<file path="src/rtl/gpu_cv_cmd_loader.sv">
// CPU->VRAM copy command loader.
// Collects the three-word GP0 copy header (command, XY, WH), latches the
// destination rectangle, kicks the copy state machine and then streams the
// pixel-pair payload words straight into the pixel FIFO until the computed
// word count is exhausted. Non-copy words seen while idle are discarded.
module gpu_cv_cmd_loader (
  input  logic               i_clk,
  input  logic               i_rst,
  input  logic               i_gp0Valid,
  input  logic [31:0]        i_gp0Data,
  output logic               o_gp0Ready,
  output logic               o_activateCopyCV,
  input  logic               i_copyActive,
  input  logic               i_copyInactiveNextCycle,
  output logic signed [11:0] o_RegX0,
  output logic signed [11:0] o_RegY0,
  output logic [10:0]        o_RegSizeW,
  output logic [9:0]         o_RegSizeH,
  input  logic               i_canWriteFIFO,
  output logic               o_fifowrite,
  output logic [31:0]        o_fifoDataIn,
  output logic               o_busy,
  output logic               o_dropCmd
);

  typedef enum logic [2:0] {
    IDLE   = 3'd0,
    GET_XY = 3'd1,
    GET_WH = 3'd2,
    START  = 3'd3,
    STREAM = 3'd4,
    DRAIN  = 3'd5
  } loaderState;

  loaderState  state;
  loaderState  nextState;
  logic        stateReady;
  logic        wordAccepted;
  logic        isCopyCmd;
  logic [18:0] wordCount;
  logic [10:0] sizeWNext;
  logic [9:0]  sizeHNext;
  logic [19:0] pixelCount;
  logic [18:0] loadCount;
  logic        dropCmdReg;

  // Size decode: a raw size of 0 wraps to the maximum (1024 x 512).
  always_comb begin
    sizeWNext  = {1'b0, (i_gp0Data[9:0] - 10'd1)} + 11'd1;
    sizeHNext  = {1'b0, (i_gp0Data[24:16] - 9'd1)} + 10'd1;
    pixelCount = {9'd0, sizeWNext} * {10'd0, sizeHNext};
    loadCount  = 19'((pixelCount + 20'd1) >> 1);
  end

  // Per-state readiness; nothing is taken while reset is asserted.
  always_comb begin
    stateReady = 1'b0;
    case (state)
      IDLE, GET_XY, GET_WH: stateReady = 1'b1;
      STREAM:               stateReady = i_canWriteFIFO;
      default:              stateReady = 1'b0;
    endcase
  end

  assign o_gp0Ready       = stateReady & ~i_rst;
  assign wordAccepted     = i_gp0Valid & o_gp0Ready;
  assign isCopyCmd        = (i_gp0Data[31:29] == 3'b101);
  assign o_fifowrite      = (state == STREAM) & wordAccepted;
  assign o_fifoDataIn     = i_gp0Data;
  assign o_activateCopyCV = (state == START);
  assign o_busy           = (state != IDLE);
  assign o_dropCmd        = dropCmdReg;

  // Next-state decode.
  always_comb begin
    nextState = state;
    case (state)
      IDLE: begin
        if (wordAccepted && isCopyCmd) nextState = GET_XY;
        else                           nextState = IDLE;
      end
      GET_XY: begin
        if (wordAccepted) nextState = GET_WH;
        else              nextState = GET_XY;
      end
      GET_WH: begin
        if (wordAccepted) nextState = START;
        else              nextState = GET_WH;
      end
      START: nextState = STREAM;
      STREAM: begin
        if (wordAccepted && (wordCount == 19'd1)) nextState = DRAIN;
        else                                      nextState = STREAM;
      end
      DRAIN: begin
        if (i_copyInactiveNextCycle || !i_copyActive) nextState = IDLE;
        else                                          nextState = DRAIN;
      end
      default: nextState = IDLE;
    endcase
  end

  // State register.
  always_ff @(posedge i_clk) begin
    if (i_rst) state <= IDLE;
    else       state <= nextState;
  end

  // Destination rectangle registers, updated only by accepted header words.
  always_ff @(posedge i_clk) begin
    if (i_rst) begin
      o_RegX0    <= 12'sd0;
      o_RegY0    <= 12'sd0;
      o_RegSizeW <= 11'd0;
      o_RegSizeH <= 10'd0;
    end else if ((state == GET_XY) && wordAccepted) begin
      o_RegX0 <= {2'b00, i_gp0Data[9:0]};
      o_RegY0 <= {3'b000, i_gp0Data[24:16]};
    end else if ((state == GET_WH) && wordAccepted) begin
      o_RegSizeW <= sizeWNext;
      o_RegSizeH <= sizeHNext;
    end
  end

  // Remaining payload words: loaded from the WH word, counted down per write.
  always_ff @(posedge i_clk) begin
    if (i_rst)                                    wordCount <= 19'd0;
    else if ((state == GET_WH) && wordAccepted)   wordCount <= loadCount;
    else if ((state == STREAM) && wordAccepted)   wordCount <= wordCount - 19'd1;
  end

  // One-cycle pulse after a non-copy word is discarded in IDLE.
  always_ff @(posedge i_clk) begin
    if (i_rst) dropCmdReg <= 1'b0;
    else       dropCmdReg <= (state == IDLE) && wordAccepted && !isCopyCmd;
  end

endmodule

</file>
<file path="config.mk">
export PLATFORM = sky130hd
export DESIGN_NAME = gpu_cv_cmd_loader
export DESIGN_NICKNAME = d
export VERILOG_FILES = /design/src/rtl/gpu_cv_cmd_loader.sv
export SDC_FILE = /design/constraint.sdc
export NUM_CORES = 1
export LEC_CHECK = 0
export CELL_PAD_IN_SITES_DETAIL_PLACEMENT = 0
export CELL_PAD_IN_SITES_GLOBAL_PLACEMENT = 1
export CORE_MARGIN = 1.5
export CORE_UTILIZATION = 41
export DETAILED_ROUTE_END_ITERATION = 10
export PLACE_DENSITY = 0.82
export SYNTH_ARGS = -nofsm -noshare
export SYNTH_HDL_FRONTEND = slang
export SYNTH_SLANG_ARGS = --single-unit
</file>
<file path="constraint.sdc">
create_clock -name i_clk -period 11.42 [get_ports i_clk]
set_input_delay 1.142 -clock i_clk [delete_from_list [all_inputs] [get_ports i_clk]]
set_output_delay 1.142 -clock i_clk [all_outputs]
set_load 0.03 [all_outputs]
</file>
==> run summary, run 1 <==
Core area: 0.0179 mm2
Vias in the first global route: 5975
Final Hold Vio Count: 0
Synth Area in Compound Gates: 0.131
Vias: 6254
Seq/Total Area, Yosys: 0.169
EDFF count, synth: 0
Post-Route Utilization: 0.481
# port buffers: 94
FF+latch count, synth: 63
GRT overflow: 0
Nets: 1143
Synth Cell Area: 0.00748 mm2
Routed WL: 18100 um
Kind of critical path: input pin to flop
Outcome: finished, final reports clean
Leakage power figure: 3.70 nW
Tcrit/Tclk final: 0.821
Total GRT Usage: 0.191
Area delta synth->final: 15.1%
Share of the synthesized area in the top cell type: 0.185
Syn. warnings: 0
Crit path DAT: 9.59 ns
Initial antenna violation count: 0
F_max: 107 MHz
Ant diodes: 0
Hold Crit Class: flop to flop
Die width: 138 um
Cell taking the most area after synthesis: fa_1
Synthesized instance count: 943
RSZ-0062 raised after global routing: no
Drt drc: 0
Final Setup Violations: 0
Largest incremental delay on the critical path: 0.88 ns
Setup_tns: 0 ns
Post-CTS Hold Fix Bufs: 0
Async SR Flop Fraction: 0
Synth Area in XOR/XNOR: 0.0736
Via/cell ratio: 5.17
Die Ht: 138 um
DR pass1 iterations: 5
Slew Limit Fails: 0
Cell variety after synth: 73
Worst-skew pair later-pin latency: 0.34 ns
Crit path max-delay family: adder cells
DP Worst Slack: 1.75 ns
CP Launch Type: input pin
Die ar.: 0.0191 mm2
Most common cell in the netlist: nand2_1
Clock sink count: 63
Avg Cell Area, Syn: 7.93 um2
Ports: 120
GPL Wtd Cong: 0.885
Max stage delay cell, worst path: clkdlybuf4s50_1
Final Cell Area: 0.00861 mm2
CTS root buf: clkbuf_16
CTS Buffer Depth: 2
Post-Synth Adder-Cell Area: 0.285
Post-DP HPWL: 14000 um
Skew final: 0.00757 ns
Top FF cell, synth: dfxtp_1
Critical Path Sink Type: flop
Core Rows: 49
Largest net degree at the start of global routing: 65
Slew @ Worst Pin: 1.14 ns
Mux contribution to synthesized area: 0.00552
Synth area leaders: fa_1 18%, dfxtp_1 17%, ha_1 10%
CTS resizes: 0
CTS tree: built
IR drop worst, VDD: 0.000149 V
Top cells by count, synth: 116 x nand2_1, 110 x nor2_1, 89 x inv_1, 69 x fa_1, 64 x a21oi_1
WP data required: 11.63 ns
Max-cap violations: 0
Dpl cell area: 0.00831 mm2
Min Tclk post-route: 9.38 ns
Post-CTS Setup Inserts: 0
# H-tree levels: 3
Synth Area in Simple Gates: 0.227
Final std cells w/o fill: 1209
DR iter-0 viols: 270
Share of layout cells above drive strength 1: 0.0398
Crit-path max FO: 17
First-pass GRT wire length: 29900 um
DRT antenna net count: 0
Placed cells: 1194
Combinational family with the most area after synthesis: adder cells
PnR worst setup slack: 2.04 ns
CP Buf/Inv Count: 7
DR WL/cell: 14.9 um
Worst-path clk slew: 0.06 ns
Initial Utilization: 0.418
Max_slew headroom: 0.232
TritonCTS Buffers: 9
Cell Pwr Density: 182 mW/mm2
## worst min-delay path, stage by stage, from the launching register on
cell,delay [ns]
dfxtp_1,0.30
nand2_1,0.05
a21oi_1,0.05
## sequential cells by signal, summed over array words and instances, names as in the netlist
| signal | cells |
|---|---|
| o_RegSizeW | 11 |
| o_RegY0 | 9 |
| state | 3 |
| o_dropCmd | 1 |
| wordCount | 19 |
| o_RegX0 | 10 |
| o_RegSizeH | 10 |
## final timing paths
path	startpoint	to	slack, ns	cells past startpoint
worst min register to register	o_RegX0[3]	o_RegX0[3]	0.45	2
worst max register to register	wordCount[0]	wordCount[17]	8.82	7
worst max-delay path	i_gp0Data[0]	wordCount[15]	2.04	25
worst min-delay path	o_RegX0[3]	o_RegX0[3]	0.45	2
## cell type report
cell class / count / area (um2)
flip-flops and latches: 63 / 1260
multi-input cells: 709 / 5430
well taps: 229 / 287
fillers: 1807 / 9290
inverters: 91 / 342
clock buffers: 11 / 253
repair buffers: 102 / 996
clock inverters: 4 / 45.0
## cells by family after synthesis
group,after synthesis
and+or+nand+nor,355
buffers and inverters,175
AOI/OAI and AO/OA,154
adders and majority gates,129
DFF,63
xor gates and xnor gates,62
muxes,4
other,1
## layout by cell type (no fill, tap or decap), types with 7 or more instances in the layout
master | Yosys | layout
nand2_1 | 116 | 116
or4_1 | 9 | 9
clkdlybuf4s50_1 | 0 | 93
buf_4 | 37 | 8
fa_1 | 69 | 69
clkbuf_16 | 0 | 9
dfxtp_1 | 63 | 63
or3_1 | 17 | 17
a21oi_1 | 64 | 64
and2_1 | 11 | 11
o21ai_0 | 17 | 17
nor2_1 | 110 | 110
xor2_1 | 25 | 25
nor3_1 | 21 | 20
nor2b_1 | 7 | 7
nand2b_1 | 19 | 19
xnor2_1 | 36 | 36
a211oi_1 | 11 | 11
inv_1 | 89 | 89
a21o_1 | 10 | 10
ha_1 | 60 | 60
## per-stage QoR
step / hold slack (ns) / total power (W)
after floorplan: 0.468 / 0.00109
after global placement: 0.441 / 0.00128
after detailed placement: 0.449 / 0.00128
after CTS: 0.456 / 0.00158
after global routing: 0.466 / 0.00175
final: 0.452 / 0.00157
## report_power, final
part | leakage [nW] | internal [W] | switching (W) | total, W
registers | 0.508 | 0.000222 | 0.00000205 | 0.000224
clock network | 0.151 | 0.000178 | 0.000105 | 0.000283
logic | 3.04 | 0.000442 | 0.000616 | 0.00106
total | 3.70 | 0.000842 | 0.000723 | 0.00157
## layer usage
metal,vias to the layer above,wire [um],share of wire,global-route usage
li1,3150,-,-,-
met2,144,8250,0.46,0.316
met4,0,409,0.023,0.0648
met1,2936,8620,0.48,0.251
met5,-,0,0,0
met3,24,778,0.043,0.0339
Power figures use the tool's default switching activity.
==> run 2, diff against run 1 <==
Clock period 11.42 ns to 8.7 ns, I/O delays scaled along.
==> run summary, run 2 (synthesized netlist as in run 1, its figures left out) <==
Final std cells w/o fill: 1228 (was 1209)
Max-cap violations: 0 (unchanged)
GPL Wtd Cong: 0.911 (was 0.885)
PnR worst setup slack: 0.709 ns (was 2.04 ns)
TritonCTS Buffers: 9 (unchanged)
# port buffers: 94 (unchanged)
Initial Utilization: 0.418 (unchanged)
CTS root buf: clkbuf_16 (unchanged)
R2r startpoint: wordCount[0] (unchanged)
Critical Path Sink Type: flop (unchanged)
Slew @ Worst Pin: 0.969 ns (was 1.14 ns)
Slew Limit Fails: 0 (unchanged)
Worst-skew pair later-pin latency: 0.34 ns (about the same)
Die width: 138 um (unchanged)
Total GRT Usage: 0.200 (was 0.191)
Worst-path clk slew: 0.05 ns (was 0.06 ns)
Crit-path max FO: 8 (was 17)
CTS tree: built (unchanged)
Hold Crit Class: flop to flop (unchanged)
Post-DP HPWL: 14300 um (was 14000 um)
Initial antenna violation count: 0 (unchanged)
Die ar.: 0.0191 mm2 (unchanged)
Post-CTS Hold Fix Bufs: 0 (unchanged)
Vias: 6340 (was 6254)
F_max: 125 MHz
CTS Buffer Depth: 2 (unchanged)
DR pass1 iterations: 4 (was 5)
Drt drc: 0 (unchanged)
GRT overflow: 0 (unchanged)
Skew final: 0.00675 ns (was 0.00757 ns)
Vias in the first global route: 6256 (was 5975)
Area delta synth->final: 17.3% (was 15.1%)
Max_slew headroom: 0.354 (was 0.232)
Setup_tns: 0 ns (unchanged)
Final Hold Vio Count: 0 (unchanged)
Nets: 1161 (was 1143)
DRT antenna net count: 0 (unchanged)
Leakage power figure: 3.80 nW (was 3.70 nW)
Kind of critical path: input pin to flop (unchanged)
Final Setup Violations: 0 (unchanged)
Tcrit/Tclk final: 0.919
Reg2reg end: wordCount[17] (unchanged)
R2R Setup Slk: 6.07 ns (was 8.82 ns)
Reg with most FFs: wordCount (unchanged)
Cell Pwr Density: 242 mW/mm2 (was 182 mW/mm2)
Outcome: finished, final reports clean (unchanged)
Clock sink count: 63 (unchanged)
Via/cell ratio: 5.16 (was 5.17)
Core area: 0.0179 mm2 (unchanged)
HP Start: o_RegY0[1] (was o_RegX0[3])
Largest regs: wordCount: 19 flops, o_RegSizeW: 11 flops (unchanged)
Share of layout cells above drive strength 1: 0.0561 (was 0.0398)
DR WL/cell: 15.1 um (was 14.9 um)
Placed cells: 1212 (was 1194)
Ant diodes: 0 (unchanged)
Largest net degree at the start of global routing: 65 (unchanged)
Post-Route Utilization: 0.490 (was 0.481)
Most frequent cells in the layout: 116 x nand2_1, 110 x nor2_1, 93 x clkdlybuf4s50_1, 89 x inv_1, 69 x fa_1 (unchanged)
WP data required: 8.93 ns (was 11.63 ns)
Total power: 0.00213 W (was 0.00157 W)
Die Ht: 138 um (unchanged)
Worst R2R Path Depth: 7 (unchanged)
Post-CTS Setup Inserts: 0 (unchanged)
Max FFs per register: 19 (unchanged)
Routed WL: 18500 um (was 18100 um)
RSZ-0062 raised after global routing: no (unchanged)
CP Launch Type: input pin (unchanged)
Core Rows: 49 (unchanged)
Crit path DAT: 8.22 ns (was 9.59 ns)
DR iter-0 viols: 364 (was 270)
Hold-critical path depth: 2 (unchanged)
First-pass GRT wire length: 31400 um (was 29900 um)
# H-tree levels: 3 (unchanged)
IR drop worst, VDD: 0.000162 V (was 0.000149 V)
Min Tclk post-route: 7.99 ns
Ports: 120 (unchanged)
Hold endpoint: o_RegY0[1] (was o_RegX0[3])
Most common cell after layout, fill and taps aside: nand2_1 (unchanged)
CTS resizes: 0 (unchanged)
DP Worst Slack: 0.386 ns (was 1.75 ns)
run 2: per-stage QoR:
stage / hold slack (ns) / cell area [um2]
floorplan: 0.468 / 7500
global placement: 0.442 / 8450
detailed placement: 0.449 / 8450
CTS: 0.454 / 8770
global route: 0.470 / 8770
finish: 0.450 / 8770
run 2: area by class of cell:
type                    instances  area (um2)
clock buffers                  13         260
clock inverters                 3        65.1
fillers                      1781        9130
inverters                      91         342
multi-input cells             709        5430
flip-flops and latches         63        1260
well taps                     229         287
repair buffers                120        1130
run 2: worst max-delay path by stage:
stage,slack (ns),start,endpoint,cells past startpoint
2_1_floorplan,0.70,i_gp0Data[0],wordCount[15],26
3_3_place_gp,0.50,i_gp0Data[1],wordCount[15],27
3_5_place_dp,0.39,i_gp0Data[1],wordCount[18],25
4_1_cts,0.73,i_gp0Data[1],wordCount[18],25
5_1_grt,0.19,i_gp0Data[1],wordCount[18],25
6_report,0.71,i_gp0Data[1],wordCount[18],25
run 2: per-layer routing:
metal / up-vias / GRT usage / part of all wire
met4: 0 / 0.0515 / 0.011
met5: - / 0 / 0
met2: 164 / 0.326 / 0.47
li1: 3189 / - / -
met3: 14 / 0.0388 / 0.053
met1: 2973 / 0.271 / 0.47
run 2: worst max-delay path, cell delays in order:
cell and delay (ns):
clkdlybuf4s50_1 0.41, inv_1 0.10, ha_1 0.29, or3b_4 0.44, xor2_2 0.18, or4_4 0.45, or3_1 0.52, a2bb2oi_1 0.19
nor3_2 0.39, buf_4 0.23, nand2b_1 0.13, fa_1 0.41, inv_1 0.08, fa_1 0.44, fa_1 0.48, fa_1 0.43
ha_1 0.29, ha_1 0.38, a21oi_1 0.31, nand2_1 0.11, a31oi_1 0.29, o22ai_1 0.14, a311oi_1 0.34, xnor2_1 0.12
a22o_1 0.18
run 2: report_power, final:
group | leakage [nW] | internal (W) | switching (W)
Combinational | 3.13 | 0.000601 | 0.000834
Clock | 0.160 | 0.000266 | 0.000132
Sequential | 0.508 | 0.000292 | 0.00000269
==> run 3, diff against run 2 <==
Settings changed: CORE_UTILIZATION 41 to 35, PLACE_DENSITY 0.82 to 0.72.
==> run summary, run 3 (synthesized netlist as in run 1, its figures left out) <==
# H-tree levels: 3 (unchanged)
Min Tclk post-route: 8.00 ns (was 7.99 ns)
Most frequent cells in the layout: 116 x nand2_1, 110 x nor2_1, 93 x clkdlybuf4s50_1, 89 x inv_1, 69 x fa_1 (unchanged)
Largest regs: wordCount: 19 flops, o_RegSizeW: 11 flops (unchanged)
RSZ-0062 raised after global routing: no (unchanged)
Core Rows: 53 (was 49)
Most common cell after layout, fill and taps aside: nand2_1 (unchanged)
DR iter-0 viols: 244 (was 364)
Reg2reg end: wordCount[17] (unchanged)
Routed WL: 19200 um (was 18500 um)
Worst-path clk slew: 0.05 ns (about the same)
Post-CTS Hold Fix Bufs: 0 (unchanged)
CTS Buffer Depth: 2 (unchanged)
Cell Pwr Density: 241 mW/mm2 (was 242 mW/mm2)
Slew @ Worst Pin: 0.953 ns (was 0.969 ns)
Crit-path max FO: 8 (unchanged)
Number of cells on the critical path: 27 (was 25)
R2R Setup Slk: 6.02 ns (was 6.07 ns)
Initial Utilization: 0.356 (was 0.418)
Share of layout cells above drive strength 1: 0.0608 (was 0.0561)
Final Hold Vio Count: 0 (unchanged)
PnR worst setup slack: 0.697 ns (was 0.709 ns)
Die Ht: 149 um (was 138 um)
Total GRT Usage: 0.182 (was 0.200)
Ant diodes: 0 (unchanged)
Tcrit/Tclk final: 0.920 (was 0.919)
Skew final: 0.00834 ns (was 0.00675 ns)
IR drop worst, VDD: 0.000164 V (was 0.000162 V)
Post-DP HPWL: 14900 um (was 14300 um)
Clock sink count: 63 (unchanged)
F_max: 125 MHz (about the same)
# port buffers: 94 (unchanged)
Placed cells: 1263 (was 1212)
CP endpoint: wordCount[15] (was wordCount[18])
Worst R2R Path Depth: 7 (unchanged)
WP data required: 8.86 ns (was 8.93 ns)
TritonCTS Buffers: 9 (unchanged)
Post-Route Utilization: 0.422 (was 0.490)
Area delta synth->final: 18.5% (was 17.3%)
Final hold slack: 0.451 ns (was 0.450 ns)
CTS resizes: 0 (unchanged)
Crit path DAT: 8.16 ns (was 8.22 ns)
Ports: 120 (unchanged)
Initial antenna violation count: 0 (unchanged)
Crit path max-delay family: adder cells (unchanged)
Leakage power figure: 3.82 nW (was 3.80 nW)
Max-cap violations: 0 (unchanged)
Outcome: finished, final reports clean (unchanged)
DRT antenna net count: 0 (unchanged)
Post-CTS Setup Inserts: 0 (unchanged)
Via/cell ratio: 4.94 (was 5.16)
Vias: 6314 (was 6340)
Slew Limit Fails: 0 (unchanged)
Worst-skew pair later-pin latency: 0.34 ns (about the same)
Largest incremental delay on the critical path: 0.53 ns (was 0.52 ns)
Crit path from: i_gp0Data[1] (unchanged)
Reg with most FFs: wordCount (unchanged)
Die width: 149 um (was 138 um)
CP Buf/Inv Count: 9 (was 4)
DR pass1 iterations: 5 (was 4)
CTS root buf: clkbuf_16 (unchanged)
Filler cell count in the final layout: 2159 (was 1781)
Max stage delay cell, worst path: fa_1 (was or3_1)
DR WL/cell: 15.0 um (was 15.1 um)
Kind of critical path: input pin to flop (unchanged)
Critical Path Sink Type: flop (unchanged)
DP Worst Slack: 0.357 ns (was 0.386 ns)
CTS tree: built (unchanged)
Final std cells w/o fill: 1279 (was 1228)
CP Launch Type: input pin (unchanged)
Drt drc: 0 (unchanged)
Max FFs per register: 19 (unchanged)
GRT overflow: 0 (unchanged)
Vias in the first global route: 6385 (was 6256)
First-pass GRT wire length: 32300 um (was 31400 um)
Nets: 1166 (was 1161)
Max_slew headroom: 0.365 (was 0.354)
Hold Crit Class: flop to flop (unchanged)
Core area: 0.0210 mm2 (was 0.0179 mm2)
Final Setup Violations: 0 (unchanged)
Largest net degree at the start of global routing: 65 (unchanged)
R2r startpoint: wordCount[0] (unchanged)
Die ar.: 0.0223 mm2 (was 0.0191 mm2)
Setup_tns: 0 ns (unchanged)
Crit-path most repeated cell: inv_1 (was fa_1)
GPL Wtd Cong: 0.848 (was 0.911)
==> run 3: changes by cell type in the layout (fill, tap and decap cells not counted) <==
| cell | before | now |
|---|---|---|
| buf_4 | 26 | 31 |
==> run 3: layout make-up <==
class	instances	area (um2)	share of cell area
Inverter	91	342	0.0385
Tap cell	275	344	0.0388
Timing Repair Buffer	125	1170	0.132
Sequential cell	63	1260	0.142
Clock buffer	13	260	0.0293
Multi-Input combinational cell	709	5430	0.612
Clock inverter	3	65.1	0.00734
==> run 3: power breakdown <==
part | switching, W | leakage, nW | total (W) | internal, W
registers | 0.00000278 | 0.508 | 0.000295 | 0.000292
logic | 0.000837 | 3.15 | 0.00144 | 0.000603
clock network | 0.000135 | 0.160 | 0.000401 | 0.000266
total | 0.000975 | 3.82 | 0.00214 | 0.00116
==> run 3: metal layers <==
| metal | track usage | routed length [um] | up-vias |
|---|---|---|---|
| met5 | 0 | 0 | - |
| met4 | 0.0490 | 266 | 0 |
| met3 | 0.0318 | 799 | 15 |
| met2 | 0.300 | 8870 | 144 |
| met1 | 0.244 | 9310 | 2972 |
| li1 | - | - | 3183 |
==> run 3: tightest hold or removal path, delay by kind of cell, from the launching register on <==
family / cells / cell delay, ns
AOI/OAI and AO/OA: 1 / 0.05
DFF: 1 / 0.30
and+or+nand+nor: 1 / 0.05
==> run 3: how the worst min path moves through the flow <==
stage,start,to,cells after the start
3_3_place_gp,o_RegX0[9],o_RegX0[9],2
2_1_floorplan,wordCount[8],wordCount[8],2
4_1_cts,o_RegY0[6],o_RegY0[6],2
3_5_place_dp,o_RegY0[6],o_RegY0[6],2
5_1_grt,o_RegX0[7],o_RegX0[7],2
6_report,o_RegSizeW[0],o_RegSizeW[0],2
==> run 3: per-stage QoR <==
stage / total power [W] / instance area [um2]
global route: 0.00240 / 8870
floorplan: 0.00143 / 7500
global placement: 0.00172 / 8540
finish: 0.00214 / 8870
CTS: 0.00216 / 8870
detailed placement: 0.00173 / 8540
